<file path="src/rtl/mips_mem_arbiter.sv">
// Two-requester (fetch / data) arbiter onto one Avalon-style memory port, data-priority with a
// starvation guard for fetch. Define MIPS_MEM_ALIGN_CHECK_EN to enable data alignment checking.
module mips_mem_arbiter #(
  parameter int unsigned DATA_W       = 32,
  parameter int unsigned ADDR_W       = 32,
  parameter int unsigned STARVE_LIMIT = 4
) (
  input  logic              clk,
  input  logic              reset_n,
  input  logic              i_req,
  input  logic [ADDR_W-1:0] i_addr,
  output logic              i_done,
  output logic [DATA_W-1:0] i_rdata,
  input  logic              d_req,
  input  logic              d_write,
  input  logic [ADDR_W-1:0] d_addr,
  input  logic [3:0]        d_byteenable,
  input  logic [DATA_W-1:0] d_wdata,
  output logic              d_done,
  output logic [DATA_W-1:0] d_rdata,
  output logic              d_err,
  output logic [ADDR_W-1:0] address,
  output logic              read,
  output logic              write,
  output logic [3:0]        byteenable,
  output logic [DATA_W-1:0] writedata,
  input  logic [DATA_W-1:0] readdata,
  input  logic              waitrequest,
  output logic              busy
);

  typedef enum logic [1:0] {StIdle, StBusI, StBusD} state_e;

  localparam logic [3:0] Limit = 4'(STARVE_LIMIT);

  state_e     state;
  logic [3:0] starve_cnt;
  logic       fetch_wins;
  logic       misaligned;
  logic       skip;

  // Data wins a tie unless fetch has already waited out STARVE_LIMIT data grants.
  assign fetch_wins = i_req && (!d_req || (starve_cnt == Limit));
  assign busy       = (state != StIdle);

`ifdef MIPS_MEM_ALIGN_CHECK_EN
  logic skip_q;
  logic err_q;

  always_comb begin
    misaligned = 1'b0;
    if (d_byteenable == 4'b1111) begin
      misaligned = (d_addr[1:0] != 2'b00);
    end else if ((d_byteenable == 4'b0011) || (d_byteenable == 4'b1100)) begin
      misaligned = d_addr[0];
    end
  end

  assign skip  = skip_q;
  assign d_err = err_q;
`else
  assign misaligned = 1'b0;
  assign skip       = 1'b0;
  assign d_err      = 1'b0;
`endif

  always_ff @(posedge clk or negedge reset_n) begin
    if (!reset_n) begin
      state      <= StIdle;
      starve_cnt <= '0;
      read       <= 1'b0;
      write      <= 1'b0;
      address    <= '0;
      byteenable <= 4'b0000;
      writedata  <= '0;
      i_done     <= 1'b0;
      d_done     <= 1'b0;
      i_rdata    <= '0;
      d_rdata    <= '0;
`ifdef MIPS_MEM_ALIGN_CHECK_EN
      skip_q     <= 1'b0;
      err_q      <= 1'b0;
`endif
    end else begin
      i_done <= 1'b0;
      d_done <= 1'b0;
`ifdef MIPS_MEM_ALIGN_CHECK_EN
      err_q  <= 1'b0;
`endif
      unique case (state)
        StIdle: begin
          if (!i_req) starve_cnt <= '0;
          if (fetch_wins) begin
            state      <= StBusI;
            read       <= 1'b1;
            write      <= 1'b0;
            address    <= i_addr;
            byteenable <= 4'b1111;
            starve_cnt <= '0;
          end else if (d_req) begin
            state      <= StBusD;
            // A misaligned access is completed internally without touching the bus.
            read       <= !d_write && !misaligned;
            write      <= d_write && !misaligned;
            address    <= d_addr;
            byteenable <= d_byteenable;
            writedata  <= d_wdata;
            if (i_req && (starve_cnt != Limit)) starve_cnt <= starve_cnt + 4'd1;
`ifdef MIPS_MEM_ALIGN_CHECK_EN
            skip_q     <= misaligned;
`endif
          end
        end
        StBusI: begin
          if (!waitrequest) begin
            read    <= 1'b0;
            i_rdata <= readdata;
            i_done  <= 1'b1;
            state   <= StIdle;
          end
        end
        StBusD: begin
          if (!waitrequest || skip) begin
            read   <= 1'b0;
            write  <= 1'b0;
            if (read) d_rdata <= readdata;
            d_done <= 1'b1;
            state  <= StIdle;
`ifdef MIPS_MEM_ALIGN_CHECK_EN
            err_q  <= skip_q;
            skip_q <= 1'b0;
`endif
          end
        end
        default: state <= StIdle;
      endcase
    end
  end

endmodule

</file>
<file path="config.mk">
export PLATFORM = sky130hd
export DESIGN_NAME = mips_mem_arbiter
export DESIGN_NICKNAME = d
export VERILOG_FILES = /design/src/rtl/mips_mem_arbiter.sv
export SDC_FILE = /design/constraint.sdc
export NUM_CORES = 1
export LEC_CHECK = 0
export CAP_MARGIN = 5
export CORE_MARGIN = 4
export CORE_UTILIZATION = 34
export DETAILED_ROUTE_END_ITERATION = 12
export PLACE_DENSITY = 0.71
export SYNTH_ARGS = -nofsm -noshare
export SYNTH_HDL_FRONTEND = slang
export SYNTH_SLANG_ARGS = --single-unit
</file>
<file path="constraint.sdc">
create_clock -name clk -period 4.6 [get_ports clk]
set_input_delay 0.69 -clock clk [delete_from_list [all_inputs] [get_ports clk]]
set_output_delay 0.69 -clock clk [all_outputs]
set_load 0.03 [all_outputs]
</file>
==> results of run 1 <==
-- report_power, final --
| group | internal [W] | switching, W | total (W) | leakage (nW) |
|---|---|---|---|---|
| clock | 0.000719 | 0.000592 | 0.00131 | 0.274 |
| sequential | 0.00186 | 0.000341 | 0.00220 | 1.72 |
| combinational | 0.00171 | 0.00219 | 0.00390 | 2.00 |
-- final timing paths --
path	startpoint	end	slack, ns	cells after the start
worst max-delay path	i_req	writedata[1]	1.70	4
worst min-delay path	reset_n	d_rdata[28]	0.37	1
worst max register to register	starve_cnt[0]	writedata[1]	1.99	5
worst min register to register	writedata[31]	writedata[31]	0.49	1
max in group asynchronous	reset_n	writedata[27]	3.11	2
min in group clk	writedata[31]	writedata[31]	0.49	1
-- Yosys cell counts --
cell / instances
mux2_1: 68
and3b_1: 1
o211ai_1: 32
buf_2: 14
o31ai_1: 2
a32o_1: 1
o32ai_1: 1
nor3_1: 1
or3_1: 1
o21a_1: 1
o21ai_1: 1
nand2_1: 69
nand3_1: 1
buf_1: 1
nor2b_1: 3
clkbuf_1: 15
buf_6: 4
dfrtp_1: 142
nand4_1: 33
and2_1: 2
nand4b_4: 1
a211o_1: 1
mux2_4: 28
o21ai_0: 2
o21ai_2: 1
a21o_1: 1
o41ai_1: 1
and3_1: 3
ha_1: 6
inv_1: 6
a21oi_1: 5
buf_4: 2
nand2b_1: 1
nor2_1: 9
o311ai_1: 1
nor3b_1: 2
a22o_1: 2
conb_1: 1
-- registers in the layout (all words and copies together), names as in the netlist, 2 cells and up --
name,flops
address,32
byteenable,4
d_rdata,32
i_rdata,32
starve_cnt,4
state,2
writedata,32
-- cell families (layout without fill, tap and decap cells) --
logic type / after synthesis / count (layout) / share of synthesized area
AOI/OAI and AO/OA: 52 / 52 / 0.0633
other: 1 / 1 / 0.000622
buffers and inverters: 42 / 319 / 0.0353
muxes: 96 / 96 / 0.197
adders and majority gates: 6 / 6 / 0.0124
and+or+nand+nor: 127 / 127 / 0.103
DFF: 142 / 142 / 0.589
-- final cells by class --
type,count,area share
sequential,142,0.374
timing repair buffer,281,0.294
multi-input combinational,282,0.239
clock buffer,17,0.0448
tap,225,0.0296
clock inverter,15,0.0157
inverter,6,0.00237
-- critical path: stages --
cell             delay (ns)
clkdlybuf4s50_1        0.62
nand4b_4               0.48
and3_2                 0.98
mux2_1                 0.39
-- cells in the final DEF (no fill, tap or decap), drive strengths merged --
cell type      count
clkdlybuf4s50    273
dfrtp            142
mux2              96
nand2             69
nand4             33
o211ai            32
clkbuf            17
inv               14
nor2               9
buf                8
ha                 6
a21oi              5
o21ai              4
clkinv             4
clkinvlp           3
nor2b              3
and3               3
and2               2
o31ai              2
nor3b              2
a22o               2
nand4b             1
nand2b             1
o21a               1
and3b              1
o311ai             1
nand3              1
a21o               1
o32ai              1
or3                1
o41ai              1
a211o              1
a32o               1
nor3               1
conb               1
-- stage by stage --
stage / hold slack, ns / area [µm²] / total power (W)
2_1_floorplan: 0.394 / 6030 / 0.00445
3_3_place_gp: 0.467 / 8930 / 0.00605
3_5_place_dp: 0.478 / 8930 / 0.00616
4_1_cts: 0.409 / 9500 / 0.00751
5_1_grt: 0.457 / 9500 / 0.00783
6_report: 0.366 / 9500 / 0.00741
-- metal layers --
metal	global-route usage	vias up	wire length (µm)	share of wire
li1	-	2189	-	-
met1	0.227	2307	7160	0.41
met2	0.290	221	8460	0.48
met3	0.0529	20	1570	0.090
met4	0.0622	0	352	0.020
met5	0	-	0	0
==> summary.md, run 1 <==
| Metric | Value |
|---|---|
| Setup_tns | 0 ns |
| Placed insts | 936 |
| Num rows | 48 |
| Syn. warnings | 0 |
| Critical path type | in -> reg |
| Worst hold path type | in -> async |
| Clk_lat worst skew | between 0.4 and 0.5 ns |
| First-pass GRT wire length | about 28 mm |
| Layout Nets | 874 |
| Fmax | ~340 MHz |
| Crit end category | flip-flop |
| Synthesized flop and latch total | 142 |
| H-Tree Depth | 4 |
| DRT Pass-1 Iters | 6 |
| Pleak | 3.99 nW |
| Max_cap viols | 0 |
| Mean post-synth cell area | about 13 µm² |
| Netlist cell types | 38 |
| Post_cts resized | 0 |
| Clock tree sinks | roughly 140 |
| Core Area | 17400 µm² |
| Die span in x | between 100 and 150 µm |
| IO Port Bufs | 274 |
| Postcts setup bufs | 0 |
| Hold Violations, Final | 0 |
| CTS max path bufs | 2 |
| CTS buffer count | 17 |
| Vias in the first global route | 4948 |
| Outcome | completed |
| Total grt overflow | 0 |
| Initial antenna violation count | 0 |
| Setup crit start kind | primary input |
| Worst EP arrival | 3.19 ns |
| Die ar. | roughly 20000 µm² |
| Synthesized net count | 610 |
| Hold_buf cts | 0 |
| Cell Area, Synth | 6030 µm² |
| Drt drc | 0 |
| DR iter-0 viols | roughly 200 |
| Share of post-route cells with drive strength above 1 | 0.0969 |
| Fin. max-slew vios | 0 |
| Root Buffer | clkbuf_16 |
| Yosys top cell by area | dfrtp_1 |
| FF+latch area | around 3600 µm² |
| Initial Util | 0.348 |
| I/O pin count | between 200 and 300 |
| Power Dens Cells | between 700 and 800 nW/µm² |
| Final core occ | 0.548 |
| Setup WS post-layout | ~1.7 ns |
| CP required | 4.89 ns |
| Vias | about 4700 |
| Seq/Total Area, Yosys | 0.589 |
| Fill cells | about 1400 |
| WL final | 17.5 mm |
| Final cell count without fillers | 968 |
| Clock skew | about 0.009 ns |
| RSZ-0062 raised after global routing | false |
| Area occupied by multi-input gates | 2270 µm² |
| Maximum VDD drop | 402 µV |
| Wire per inst | ~18 µm |
| Tcrit/Tclk final | 0.631 |
| Top cells by area, synth | dfrtp_1, mux2_1, mux2_4 |
| CTS tree | built |
| Ant diodes | 0 |
| Post-DRT Antenna Nets | 0 |
| Synth top area share | 0.589 |
| GPL Wtd Cong | 0.796 |
| Setup WS pre-CTS | 1.26 ns |
| Cell count after synthesis | 466 |
| HPWL after DPL | 13.0 mm |
| Finish-stage setup viols | 0 |
| Min Tclk post-route | between 2 and 3 ns |
| CP max FO | 35 |
| Tot GR Track Use | 0.178 |
| Drt via density | 4.89 |
| Clock Pin Slew Worst Setup and Hold Paths | 0.07 ns |
| Largest net degree at the start of global routing | 104 |
| Area Overhead vs Synth | 57.5% |
| Relative slew margins | 0.284 |
| Worst slew pin tran | 1.07 ns |
| Die H | 141 µm |
No activity file was read; power rests on OpenSTA's default activity.
==> run 2: changes to the inputs <==
--- a/config.mk
+++ b/config.mk
@@ -9,7 +9,7 @@
 export CORE_MARGIN = 4
 export CORE_UTILIZATION = 34
 export DETAILED_ROUTE_END_ITERATION = 12
-export PLACE_DENSITY = 0.71
+export PLACE_DENSITY = 0.73
 export SYNTH_ARGS = -nofsm -noshare
 export SYNTH_HDL_FRONTEND = slang
 export SYNTH_SLANG_ARGS = --single-unit
==> constraint.sdc (replaced) <==
create_clock -name clk -period 2.4 [get_ports clk]
set_input_delay 0.36 -clock clk [delete_from_list [all_inputs] [get_ports clk]]
set_output_delay 0.36 -clock clk [all_outputs]
set_load 0.03 [all_outputs]
==> summary.md, run 2 (synthesized netlist as in run 1, its figures left out) <==
| Metric | Value |
|---|---|
| Outcome | completed |
| Hold Violations, Final | 0 (unchanged) |
| Largest net degree at the start of global routing | 62 (-40%) |
| Most frequent cells in the layout | clkdlybuf4s50_1, dfrtp_1, nand2_1 |
| Clock tree sinks | 142 (unchanged) |
| Clock skew | 0.00659 ns (-0.00229 ns) |
| Fill cells | 1433 (+0.77%) |
| H-Tree Depth | 4 (unchanged) |
| DR iter-0 viols | 198 (-2.9%) |
| Worst EP arrival | 1.72 ns (-1.47 ns) |
| Clk_lat worst skew | 0.41 ns (about the same) |
| Finish-stage setup viols | 0 (unchanged) |
| I/O pin count | 276 (unchanged) |
| Die H | 141 µm (unchanged) |
| Dpl cell area | 9040 µm² (+1.3%) |
| R2R setup slack | 0.42 ns (-1.57 ns) |
| Critical Path Source | state[0] |
| IO Port Bufs | 274 (unchanged) |
| Setup crit start kind | flip-flop |
| Total grt overflow | 0 (unchanged) |
| Core Area | 17400 µm² (unchanged) |
| FF+latch area | 3550 µm² (unchanged) |
| Post-DRT Antenna Nets | 0 (unchanged) |
| CTS max path bufs | 2 (unchanged) |
| Vias in the first global route | 5241 (+5.9%) |
| HPWL after DPL | 13.3 mm (+2.1%) |
| Share of post-route cells with drive strength above 1 | 0.105 (+0.00829) |
| Worst hold path type | in -> async |
| Maximum VDD drop | 717 µV (+78%) |
| Relative slew margins | 0.607 (+0.323) |
| Tcrit/Tclk final | 0.865 |
| CTS buffer count | 17 (unchanged) |
| Pleak | 4.07 nW (+1.9%) |
| Crit end category | output port |
| Power Dens Cells | 1490 nW/µm² (+92%) |
| Area occupied by multi-input gates | 2270 µm² (unchanged) |
| Worst slew pin tran | 0.590 ns (-0.484 ns) |
| Fin. max-slew vios | 0 (unchanged) |
| Initial Util | 0.348 (unchanged) |
| CP Capture Point | busy |
| CP max FO | 22 (-37%) |
| Max_cap viols | 0 (unchanged) |
| Clock Pin Slew Worst Setup and Hold Paths | 0.06 ns (about the same) |
| Die ar. | 19900 µm² (unchanged) |
| Setup_tns | 0 ns (unchanged) |
| Die span in x | 141 µm (unchanged) |
| Start of the worst register-to-register path | starve_cnt[0] |
| Num rows | 48 (unchanged) |
| Initial antenna violation count | 0 (unchanged) |
| Drt via density | 4.94 (+0.92%) |
| CP required | 2.04 ns (-2.85 ns) |
| Area Overhead vs Synth | 60.0% |
| Vias | 4820 (+1.8%) |
| Fmax | 481 MHz |
| Critical path type | reg -> out |
| Min Tclk post-route | 2.08 ns |
| RSZ-0062 raised after global routing | false |
| Tot GR Track Use | 0.177 (-0.00132) |
| WL final | 17.6 mm (+0.56%) |
| RR Endpoint | writedata[2] |
| DRT Pass-1 Iters | 5 (-1) |
| Ant diodes | 0 (unchanged) |
| Wire per inst | 18.1 µm (-0.26%) |
| Most common cell after layout, fill and taps aside | clkdlybuf4s50_1 |
| Post-route cell area | 9650 µm² (+1.5%) |
| CTS tree | built |
| Root Buffer | clkbuf_16 |
| Worst-case reg-to-reg path depth | 6 (+1) |
| Layout Nets | 882 (+0.92%) |
| GPL Wtd Cong | 0.834 (+4.8%) |
| First-pass GRT wire length | 28.0 mm (+0.60%) |
| Drt drc | 0 (unchanged) |
[run 2: cell types whose count changed in the layout (fill, tap and decap cells not counted)]
cell	before	now
clkbuf_8	0	1
clkbuf_1	0	1
clkdlybuf4s50_1	273	272
inv_8	4	2
buf_4	7	10
clkinvlp_4	3	2
clkinv_8	2	0
bufinv_16	0	2
inv_6	4	3
buf_12	0	5
clkinv_4	1	3
dlygate4sd3_1	0	1
[run 2: timing repair]
| action | in CTS | in global routing |
|---|---|---|
| hold endpoints to repair | 59 | 0 |
| gates resized for setup | 0 | 0 |
| hold buffers | 1 | 0 |
| setup buffers | 0 | 0 |
[run 2: cell type report]
| type | instances | share of cell area |
|---|---|---|
| Tap cell | 225 | 0.0292 |
| Multi-Input combinational cell | 282 | 0.236 |
| Sequential cell | 142 | 0.368 |
| Clock inverter | 13 | 0.0161 |
| Timing Repair Buffer | 289 | 0.303 |
| Inverter | 6 | 0.00233 |
| Clock buffer | 19 | 0.0459 |
[run 2: per-stage QoR]
stage / cells / setup WS (ns) / hold WS [ns] / total power, W / util
final: 976 / 0.323 / 0.488 / 0.0144 / 0.556
after CTS: 976 / 0.304 / 0.489 / 0.0146 / 0.556
after global placement: 943 / 0.320 / 0.376 / 0.0116 / 0.521
after floorplan: 466 / 0.691 / 0.0644 / 0.00853 / -
after detailed placement: 943 / 0.267 / 0.388 / 0.0119 / 0.521
after global routing: 976 / 0.211 / 0.506 / 0.0152 / 0.556
[run 2: critical path, cell delays in order (launching register included)]
cell,delay (ns)
dfrtp_1,0.43
inv_1,0.10
ha_1,0.19
buf_4,0.27
inv_1,0.12
buf_4,0.19
[run 2: how the worst min path moves through the flow]
| stage | endpoint | depth (start not counted) | slack [ns] | start |
|---|---|---|---|---|
| global route | i_rdata[28] | 1 | 0.51 | i_rdata[28] |
| global placement | d_rdata[0] | 1 | 0.38 | reset_n |
| detailed placement | i_rdata[4] | 1 | 0.39 | reset_n |
| finish | i_rdata[7] | 2 | 0.49 | reset_n |
| CTS | address[0] | 3 | 0.49 | i_addr[0] |
| floorplan | address[0] | 0 | 0.06 | reset_n |
[run 2: routing by layer]
layer	wire length, µm	track usage
met1	6830	0.212
met2	8980	0.303
met3	1580	0.0573
met4	242	0.0551
met5	0	0
[run 2: report_power, final]
group	switching, W	internal (W)
Combinational	0.00421	0.00334
Sequential	0.000663	0.00357
Clock	0.00106	0.00158
Total	0.00593	0.00849
